File: src/rtl/bf_pkg.sv
// Shared definitions for the brainfuck program loader: FSM encoding, error codes, command bytes.
// Optional bracket checking is enabled with BF_LOADER_BRACKET_CHECK_EN.
package bf_pkg;

  typedef enum logic [2:0] {
    ST_IDLE = 3'd0,
    ST_LOAD = 3'd1,
    ST_TERM = 3'd2,
    ST_DONE = 3'd3,
    ST_ERR  = 3'd4
  } state_t;

  localparam logic [1:0] ERR_NONE      = 2'd0;
  localparam logic [1:0] ERR_UNMATCHED = 2'd1;
  localparam logic [1:0] ERR_UNCLOSED  = 2'd2;
  localparam logic [1:0] ERR_OVERFLOW  = 2'd3;

  localparam logic [7:0] CMD_INC   = 8'h2B;
  localparam logic [7:0] CMD_DEC   = 8'h2D;
  localparam logic [7:0] CMD_LEFT  = 8'h3C;
  localparam logic [7:0] CMD_RIGHT = 8'h3E;
  localparam logic [7:0] CMD_OUT   = 8'h2E;
  localparam logic [7:0] CMD_IN    = 8'h2C;
  localparam logic [7:0] CMD_OPEN  = 8'h5B;
  localparam logic [7:0] CMD_CLOSE = 8'h5D;
  localparam logic [7:0] BYTE_EOT  = 8'h00;

endpackage

File: src/rtl/bf_cmd_classify.sv
// Combinational classifier: flags command bytes and the two bracket bytes.
module bf_cmd_classify
  import bf_pkg::*;
(
  input  logic [7:0] byte_in,
  output logic       is_cmd,
  output logic       is_open,
  output logic       is_close
);

  always_comb begin
    is_cmd = 1'b0;
    case (byte_in)
      CMD_INC, CMD_DEC, CMD_LEFT, CMD_RIGHT,
      CMD_OUT, CMD_IN, CMD_OPEN, CMD_CLOSE: is_cmd = 1'b1;
      default:                              is_cmd = 1'b0;
    endcase
  end

  assign is_open  = (byte_in == CMD_OPEN);
  assign is_close = (byte_in == CMD_CLOSE);

endmodule

File: src/rtl/bf_prog_loader.sv
// Streams ASCII program text into program memory, keeping only command bytes and appending a 0x00 terminator.
// Define BF_LOADER_BRACKET_CHECK_EN to add '[' / ']' balance checking (error codes 1 and 2).
module bf_prog_loader
  import bf_pkg::*;
#(
  parameter int ADDR_W = 4
) (
  input  logic              clk,
  input  logic              reset,
  input  logic              start,
  input  logic [7:0]        in_data,
  input  logic              in_valid,
  output logic              in_ready,
  output logic [ADDR_W-1:0] prog_addr,
  output logic [7:0]        prog_data,
  output logic              prog_we,
  output logic              busy,
  output logic              done,
  output logic [1:0]        error,
  output logic [ADDR_W-1:0] length
);

  localparam logic [ADDR_W-1:0] PTR_LAST = {ADDR_W{1'b1}};

  state_t state, state_nxt;

  logic [ADDR_W-1:0] ptr, ptr_nxt;
  logic              in_ready_nxt, prog_we_nxt, busy_nxt, done_nxt;
  logic [ADDR_W-1:0] prog_addr_nxt, length_nxt;
  logic [7:0]        prog_data_nxt;
  logic [1:0]        error_nxt;

  logic is_cmd, is_open, is_close;
  logic accept, eot, overflow, bad_close, unclosed, store;

  bf_cmd_classify u_classify (
    .byte_in  (in_data),
    .is_cmd   (is_cmd),
    .is_open  (is_open),
    .is_close (is_close)
  );

  assign accept   = in_valid & in_ready;
  assign eot      = accept & (in_data == BYTE_EOT);
  // The last slot is kept free for the terminator.
  assign overflow = accept & is_cmd & (ptr == PTR_LAST);

`ifdef BF_LOADER_BRACKET_CHECK_EN
  logic [ADDR_W-1:0] depth, depth_nxt;

  assign bad_close = accept & is_close & ~overflow & (depth == '0);
  assign unclosed  = eot & (depth != '0);

  always_comb begin
    depth_nxt = depth;
    if (state != ST_LOAD && state != ST_TERM && start)
      depth_nxt = '0;
    else if (store && is_open)
      depth_nxt = depth + 1'b1;
    else if (store && is_close)
      depth_nxt = depth - 1'b1;
  end

  always_ff @(posedge clk) begin
    if (reset) depth <= '0;
    else       depth <= depth_nxt;
  end
`else
  logic unused_bracket;
  assign unused_bracket = is_open ^ is_close;
  assign bad_close      = 1'b0;
  assign unclosed       = 1'b0;
`endif

  assign store = accept & is_cmd & ~overflow & ~bad_close;

  always_ff @(posedge clk) begin
    if (reset) state <= ST_IDLE;
    else       state <= state_nxt;
  end

  always_comb begin
    state_nxt = state;
    case (state)
      ST_IDLE, ST_DONE, ST_ERR: if (start) state_nxt = ST_LOAD;
      ST_LOAD: begin
        if (overflow || bad_close || unclosed) state_nxt = ST_ERR;
        else if (eot)                          state_nxt = ST_TERM;
      end
      ST_TERM: state_nxt = ST_DONE;
      default: state_nxt = ST_IDLE;
    endcase
  end

  always_comb begin
    ptr_nxt       = ptr;
    prog_we_nxt   = 1'b0;
    prog_addr_nxt = prog_addr;
    prog_data_nxt = prog_data;
    done_nxt      = done;
    error_nxt     = error;
    length_nxt    = length;
    case (state)
      ST_IDLE, ST_DONE, ST_ERR: begin
        if (start) begin
          ptr_nxt   = '0;
          done_nxt  = 1'b0;
          error_nxt = ERR_NONE;
        end
      end
      ST_LOAD: begin
        if (store) begin
          prog_we_nxt   = 1'b1;
          prog_addr_nxt = ptr;
          prog_data_nxt = in_data;
          ptr_nxt       = ptr + 1'b1;
        end
        if (overflow)       error_nxt = ERR_OVERFLOW;
        else if (bad_close) error_nxt = ERR_UNMATCHED;
        else if (unclosed)  error_nxt = ERR_UNCLOSED;
      end
      ST_TERM: begin
        prog_we_nxt   = 1'b1;
        prog_addr_nxt = ptr;
        prog_data_nxt = BYTE_EOT;
        length_nxt    = ptr;
        done_nxt      = 1'b1;
      end
      default: ;
    endcase
    // Registered handshake/status track the state being entered so they line up with it.
    in_ready_nxt = (state_nxt == ST_LOAD);
    busy_nxt     = (state_nxt == ST_LOAD) || (state_nxt == ST_TERM);
  end

  always_ff @(posedge clk) begin
    if (reset) begin
      ptr       <= '0;
      in_ready  <= 1'b0;
      prog_we   <= 1'b0;
      prog_addr <= '0;
      prog_data <= '0;
      busy      <= 1'b0;
      done      <= 1'b0;
      error     <= ERR_NONE;
      length    <= '0;
    end else begin
      ptr       <= ptr_nxt;
      in_ready  <= in_ready_nxt;
      prog_we   <= prog_we_nxt;
      prog_addr <= prog_addr_nxt;
      prog_data <= prog_data_nxt;
      busy      <= busy_nxt;
      done      <= done_nxt;
      error     <= error_nxt;
      length    <= length_nxt;
    end
  end

endmodule

File: config.mk
export PLATFORM = sky130hd
export DESIGN_NAME = bf_prog_loader
export DESIGN_NICKNAME = d
export VERILOG_FILES = /design/src/rtl/bf_pkg.sv /design/src/rtl/bf_cmd_classify.sv /design/src/rtl/bf_prog_loader.sv
export SDC_FILE = /design/constraint.sdc
export NUM_CORES = 1
export LEC_CHECK = 0
export ABC_CLOCK_PERIOD_IN_PS = 2800
export CAP_MARGIN = 5
export CORE_MARGIN = 5
export CORE_UTILIZATION = 35
export DETAILED_ROUTE_END_ITERATION = 12
export GPL_TIMING_DRIVEN = 0
export HOLD_SLACK_MARGIN = 0.15
export SLEW_MARGIN = 20
export SYNTH_ARGS = -nofsm -noshare
export SYNTH_HDL_FRONTEND = slang
export SYNTH_SLANG_ARGS = --single-unit
File: constraint.sdc
create_clock -name clk -period 2.8 [get_ports clk]
set_input_delay 0.28 -clock clk [delete_from_list [all_inputs] [get_ports clk]]
set_output_delay 0.28 -clock clk [all_outputs]
set_load 0.005 [all_outputs]
==> results of run 1 <==
## cells in the mapped netlist, types with 2 or more instances
| master | count | area, sq um |
|---|---|---|
| a21oi_1 | 17 | 85.1 |
| and3b_1 | 2 | 17.5 |
| buf_2 | 2 | 10.0 |
| clkbuf_1 | 4 | 15.0 |
| dfxtp_1 | 28 | 561 |
| inv_1 | 2 | 7.51 |
| mux2i_1 | 4 | 40.0 |
| nand2_1 | 21 | 78.8 |
| nand2b_1 | 11 | 68.8 |
| nand3_1 | 4 | 20.0 |
| nor2_1 | 8 | 30.0 |
| nor2b_1 | 2 | 12.5 |
| nor3_1 | 3 | 15.0 |
| nor3b_1 | 3 | 22.5 |
| nor4_1 | 4 | 25.0 |
| o21ai_0 | 6 | 30.0 |
## tightest hold or removal path: cells and delay by family, from the launching register on
| kind | cells | cell delay [ps] |
|---|---|---|
| and+or+nand+nor | 1 | 50 |
| AOI/OAI and AO/OA | 1 | 50 |
| DFF | 1 | 340 |
## metal layers
metal | routed length [um] | share of wire, % | vias up
li1 | - | - | 573
met2 | 1320 | 46 | 35
met5 | 0 | 0 | -
met1 | 1290 | 45 | 539
met4 | 25 | 0.87 | 0
met3 | 231 | 8.1 | 4
## through the flow
step / cell area [sq um] / util [%] / power [mW]
floorplan: 1200 / - / 0.441
global placement: 1590 / 47.7 / 0.474
detailed placement: 1590 / 47.7 / 0.474
CTS: 1640 / 49.2 / 0.738
global route: 1640 / 49.2 / 0.759
finish: 1640 / 49.2 / 0.728
## worst paths after layout
path / startpoint / endpoint / slack, ps / cells after the start
hold / removal: prog_data[6] / prog_data[6] / 460 / 2
hold reg to reg: prog_data[6] / prog_data[6] / 460 / 2
setup reg to reg: state[0] / ptr[2] / 720 / 7
setup / recovery: in_data[5] / ptr[2] / 670 / 7
## layout by cell type, fill, tap and decap left out, types with 2 or more instances in the layout
master,netlist,layout
nand3_1,4,4
a21oi_1,17,17
mux2i_1,4,4
buf_2,2,2
and3b_1,2,2
nor3_1,3,3
nor2b_1,2,2
nor3b_1,3,3
nor4_1,4,4
dfxtp_1,28,28
o21ai_0,6,6
clkdlybuf4s50_1,0,33
clkbuf_1,4,4
inv_1,2,2
nor2_1,8,8
nand2_1,21,21
nand2b_1,11,11
clkbuf_4,0,3
## cells by family after synthesis
kind of cell,count (synthesis)
fa+ha+maj,1
compound gates,33
mux,4
buf+inv,9
flops,28
simple gates,66
## cell type report
class	count	area share (%)
Sequential cell	28	34.1
Buffer	7	1.98
Tap cell	46	3.50
Multi-Input combinational cell	104	36.6
Clock buffer	3	1.37
Clock inverter	1	1.83
Timing Repair Buffer	33	20.1
Inverter	2	0.457
## power groups by stage
stage / Combinational (mW) / Sequential, mW / Clock, mW
2_1_floorplan: 0.0281 / 0.413 / 0
3_3_place_gp: 0.0613 / 0.413 / 0
3_5_place_dp: 0.0617 / 0.413 / 0
4_1_cts: 0.0619 / 0.404 / 0.272
5_1_grt: 0.0687 / 0.405 / 0.285
6_report: 0.0616 / 0.404 / 0.262
## flip-flops by register name, summed over array words and instances (netlist names)
name / count
prog_data: 8
done: 1
in_ready: 1
prog_addr: 4
prog_we: 1
state: 3
length: 4
ptr: 4
busy: 1
error: 1
==> summary.md, run 1 <==
| Metric | Value |
|---|---|
| Worst-Margin Slew | `550 ps` |
| EDFF count, synth | `0` |
| Htree depth | `1` |
| Met2 usage | `20.4%` |
| Resized Gates After CTS | `0` |
| WS Path Type | `input port to flop` |
| Dpl hpwl | `2.25 mm` |
| CP max stage cell | `clkdlybuf4s50_1` |
| Die width | `68.6 um` |
| Clock Root Buffer | `clkbuf_4` |
| Fmax | `0.469 GHz` |
| YS warnings | `0` |
| Sequential cell area | `561 sq um` |
| Via count | `1151` |
| Final instance count without filler cells | `224` |
| CTS Hold Buffers Added | `0` |
| Skew final | `7.09 ps` |
| CP required | `3030 ps` |
| GRT Resource Usage Total | `13.1%` |
| Critical Path Fanout Max | `10` |
| Critical Path End Type | `flop` |
| Largest net degree at the start of global routing | `17` |
| Clock share of power | `36.0%` |
| Drt pass-1 iters | `4` |
| Synth-to-Final Area Change | `36.6%` |
| Diode count | `0` |
| Synth Instances | `141` |
| Post-CTS setup buffer count | `0` |
| Layout cell share with drive strength beyond 1 | `5.62%` |
| Met1 GRT Util | `16.9%` |
| GRT Residual Overflow | `0` |
| First-pass GRT wire length | `4.69 mm` |
| CTS tree | `built` |
| DIE AREA | `4710 sq um` |
| Worst hold slack | `464 ps` |
| Final Worst Setup Slack | `666 ps` |
| Period Utilization, post-route | `76.2%` |
| Net Sw Power | `150 uW` |
| Iter 0 DRT Violations | `59` |
| Seq/Total Area, Yosys | `46.6%` |
| Gr busiest metal | `met2` |
| Clock Sinks | `28` |
| Largest family of logic cells by synthesized area | `simple AND/OR/NAND/NOR gates` |
| Met3 GRT Util | `4.54%` |
| Leak | `0.589 nW` |
| Switching part of the total power | `20.5%` |
| Synth Area in Compound Gates | `16.2%` |
| Vias in the first global route | `1033` |
| Worst-skew pair later-pin latency | `330 ps` |
| Nature of the critical path startpoint | `input port` |
| Final #Nets | `192` |
| Post-synthesis xor/xnor area fraction | `0%` |
| Die Y | `68.6 um` |
| Unrepaired setup endpoints after global routing | `no` |
| Pins Over Slew Limit | `0` |
| Via density | `5.14` |
| Detail Route Antenna Nets | `0` |
| Area of the multi-input gates | `602 sq um` |
| Syn_area_per_cell | `8.53 sq um` |
| Critical Path AT | `2370 ps` |
| Worst path cell trace | `clkdlybuf4s50_1, a21oi_1, a311o_1, or4_4, clkbuf_1, o211ai_1, nand2_1` |
| Synth Flop Type | `dfxtp_1` |
| Clock transition at the registers of the reported paths | `140 ps` |
| Reg power frac | `55.5%` |
| Peak supply drop | `0.183 mV` |
| Pwr dens | `443 nW/um^2` |
| Standard-cell rows | `21` |
| Mux cell area share after synthesis | `3.33%` |
| Status | `completed` |
| Worst slack at placement | `298 ps` |
| Post-synth cell types | `36` |
| I/O pin total | `34` |
| CORE AREA | `3340 sq um` |
| Post-Synth Adder-Cell Area | `1.04%` |
| Final Hold Viols | `0` |
| Register bit total from synthesis | `28` |
| Setup_tns | `0 ps` |
| Total Routed Length | `2.86 mm` |
| Crit path time final | `2130 ps` |
| Logic pwr share | `8.5%` |
| Worst hold-check path type | `flop to flop` |
| Cts bufs inserted | `3` |
| Drc violations | `0` |
| Post-Place Cells | `220` |
| GP Congestion | `0.762` |
| Cell-internal power | `579 uW` |
| Port buffer count | `33` |
| Max Cap Viol | `0` |
| Filler instances | `357` |
| CP peak stage delay | `550 ps` |
| DR WL/cell | `12.8 um` |
| CP Buf/Inv Count | `2` |
| Post-synth net total | `154` |
| Initial Utilization | `36.0%` |
| Final Setup Violations | `0` |
| Synthesized area | `1200 sq um` |
| Post-synth ARST share | `0%` |
| Initial antenna violation count | `0` |
| Simple-Gate Fraction of Synth Area | `29.4%` |
| Crit path max-delay family | `buffers and inverters` |
| Slew Limit Headroom | `62.9%` |
| Clock Tree Buf Depth | `2` |
Note: power is estimated with default switching activity, not from simulation.
==> inputs of run 2 (changes only) <==
- ABC_CLOCK_PERIOD_IN_PS: 2800 -> 2100
- clock period: 2.8 -> 2.1 ns (I/O delays scaled with it)
==> run 2 against run 1 <==
Routed wire length grew 0.59%. Power grew 34%. Clock power grew 34%. Die area is the same. Clock skew is essentially flat. Global-route usage is the same. Via count shrank 1.0%. Count of clock-buffer cells in the layout is the same. Hold slack lost 260 ps. Critical path type unchanged.
==> summary.md, run 2 (synthesis gave the netlist of run 1 again) <==
| Metric | Value |
|---|---|
| Status | `completed` |
| Initial antenna violation count | `0` |
| Via count | `1139` |
| Crit path time final | `2030 ps` |
| GRT Residual Overflow | `0` |
| Final #Nets | `192` |
| Diode count | `0` |
| Layout Utilization | `49.7%` |
| Worst r2r src | `in_ready` |
| Period Utilization, post-route | `96.7%` |
| CTS tree | `built` |
| Crit path max-delay family | `simple AND/OR/NAND/NOR gates` |
| Peak supply drop | `0.244 mV` |
| Hold Path Origin | `in_data[2]` |
| Worst-Margin Slew | `487 ps` |
| Hold Path Stages | `3` |
| WS Path Type | `input port to flop` |
| Max Cap Viol | `0` |
| Pwr Total | `973 uW` |
| CTS Hold Buffers Added | `0` |
| CP max stage cell | `clkdlybuf4s50_1` |
| Worst slack at placement | `-332 ps` |
| Net Sw Power | `201 uW` |
| CP required | `2380 ps` |
| Worst-skew pair later-pin latency | `330 ps` |
| Reg2reg setup slack | `140 ps` |
| R2R cell count | `5` |
| CP Buf/Inv Count | `1` |
| Drc violations | `0` |
| Final Hold Viols | `0` |
| CORE AREA | `3340 sq um` |
| Vias in the first global route | `1033` |
| Dpl hpwl | `2.25 mm` |
| Port buffer count | `33` |
| Filler instances | `354` |
| Clock transition at the registers of the reported paths | `150 ps` |
| Critical Path AT | `2310 ps` |
| Die Y | `68.6 um` |
| Drt pass-1 iters | `4` |
| CP peak stage delay | `550 ps` |
| Unrepaired setup endpoints after global routing | `yes` |
| Critical Path Fanout Max | `5` |
| Initial Utilization | `36.0%` |
| Clock Sinks | `28` |
| Cell-internal power | `772 uW` |
| Clock Root Buffer | `clkbuf_4` |
| Slew Limit Headroom | `67.4%` |
| Switching part of the total power | `20.7%` |
| Total Routed Length | `2.88 mm` |
| Reg power frac | `55.4%` |
| DR WL/cell | `12.9 um` |
| Worst hold-check path type | `input port to flop` |
| Critical Path End Type | `flop` |
| Final Setup Violations | `0` |
| Pwr dens | `587 nW/um^2` |
| I/O pin total | `34` |
| Leak | `0.603 nW` |
| Most frequent cells in the layout | `32 x clkdlybuf4s50_1, 28 x dfxtp_1, 21 x nand2_1, 17 x a21oi_1, 11 x nand2b_1` |
| Standard-cell rows | `21` |
| DIE AREA | `4710 sq um` |
| Via density | `5.08` |
| Layout cell share with drive strength beyond 1 | `7.30%` |
| Logic pwr share | `8.6%` |
| Pins Over Slew Limit | `0` |
| Skew final | `7.13 ps` |
| Max FFs per register | `8` |
| Hold EP | `prog_data[2]` |
| Clock share of power | `36.0%` |
| Nature of the critical path startpoint | `input port` |
| Clock Tree Buf Depth | `2` |
| Most flop-heavy register | `prog_data` |
| Fmax | `0.492 GHz` |
| Worst path cell trace | `clkdlybuf4s50_1, a21oi_1, a311o_1, or4_4, or4b_1, nand2_1` |
| Cts bufs inserted | `3` |
| GP Congestion | `0.762` |
| Crit path from | `in_data[5]` |
| Htree depth | `1` |
| Commonest non-fill, non-tap cell in the layout | `clkdlybuf4s50_1` |
| Iter 0 DRT Violations | `58` |
| Final Worst Setup Slack | `69.4 ps` |
| Synth-to-Final Area Change | `37.9%` |
| First-pass GRT wire length | `4.69 mm` |
| Die width | `68.6 um` |
| GRT Resource Usage Total | `13.1%` |
| Worst reg2reg endpoint | `ptr[2]` |
| Detail Route Antenna Nets | `0` |
| Largest net degree at the start of global routing | `17` |
run 2: how the worst max path moves through the flow:
stage | to | slack [ps] | cells past startpoint
floorplan | ptr[2] | 270 | 5
global placement | ptr[3] | -290 | 7
detailed placement | ptr[3] | -330 | 7
CTS | ptr[3] | 20 | 7
global route | ptr[2] | -3 | 6
finish | ptr[2] | 70 | 6
run 2: cell type report:
class | count | area [sq um] | share of cell area [%]
tap | 46 | 57.6 | 3.47
timing repair buffer | 33 | 333 | 20.1
sequential | 28 | 561 | 33.8
clock buffer | 3 | 22.5 | 1.36
multi-input combinational | 104 | 613 | 37.0
buffer | 7 | 33.8 | 2.04
clock inverter | 1 | 30.0 | 1.81
inverter | 2 | 7.51 | 0.453
run 2: tightest hold or removal path: stages:
cell and delay (ps):
dlymetal6s2s_1 160, nand2_1 70, a21oi_1 60
run 2: stage by stage:
stage | area (sq um) | hold WS, ps | TNS [ps] | instances
after floorplan | 1200 | 350 | 0 | 141
after CTS | 1650 | 468 | 0 | 224
after global placement | 1590 | 443 | -3910 | 220
after detailed placement | 1590 | 449 | -4320 | 220
final | 1660 | 204 | 0 | 224
after global routing | 1660 | 214 | -2.52 | 224
run 2: what timing repair did:
action / CTS / global route
setup endpoints to repair: 1 / 6
resized for setup: 1 / 6
buffers inserted: 0 / 0
run 2: power by group through the flow:
stage	registers (mW)	clock network, mW	logic, mW
floorplan	0.551	0	0.0374
global placement	0.550	0	0.0817
detailed placement	0.550	0	0.0822
CTS	0.539	0.362	0.0830
global route	0.540	0.380	0.0930
finish	0.539	0.350	0.0837
run 2: metal layers:
metal | global-route usage [%] | share of wire (%) | wire, um | vias up
met4 | 4.47 | 0.90 | 26 | 0
li1 | - | - | - | 573
met3 | 4.54 | 7.9 | 229 | 4
met5 | 0 | 0 | 0 | -
met1 | 16.9 | 46 | 1320 | 521
met2 | 20.4 | 45 | 1310 | 41
==> inputs of run 3 (changes only) <==
- SLEW_MARGIN: 20 -> default
==> results of run 3 <==
Final layout, timing and power as in run 2 (identical DEF).
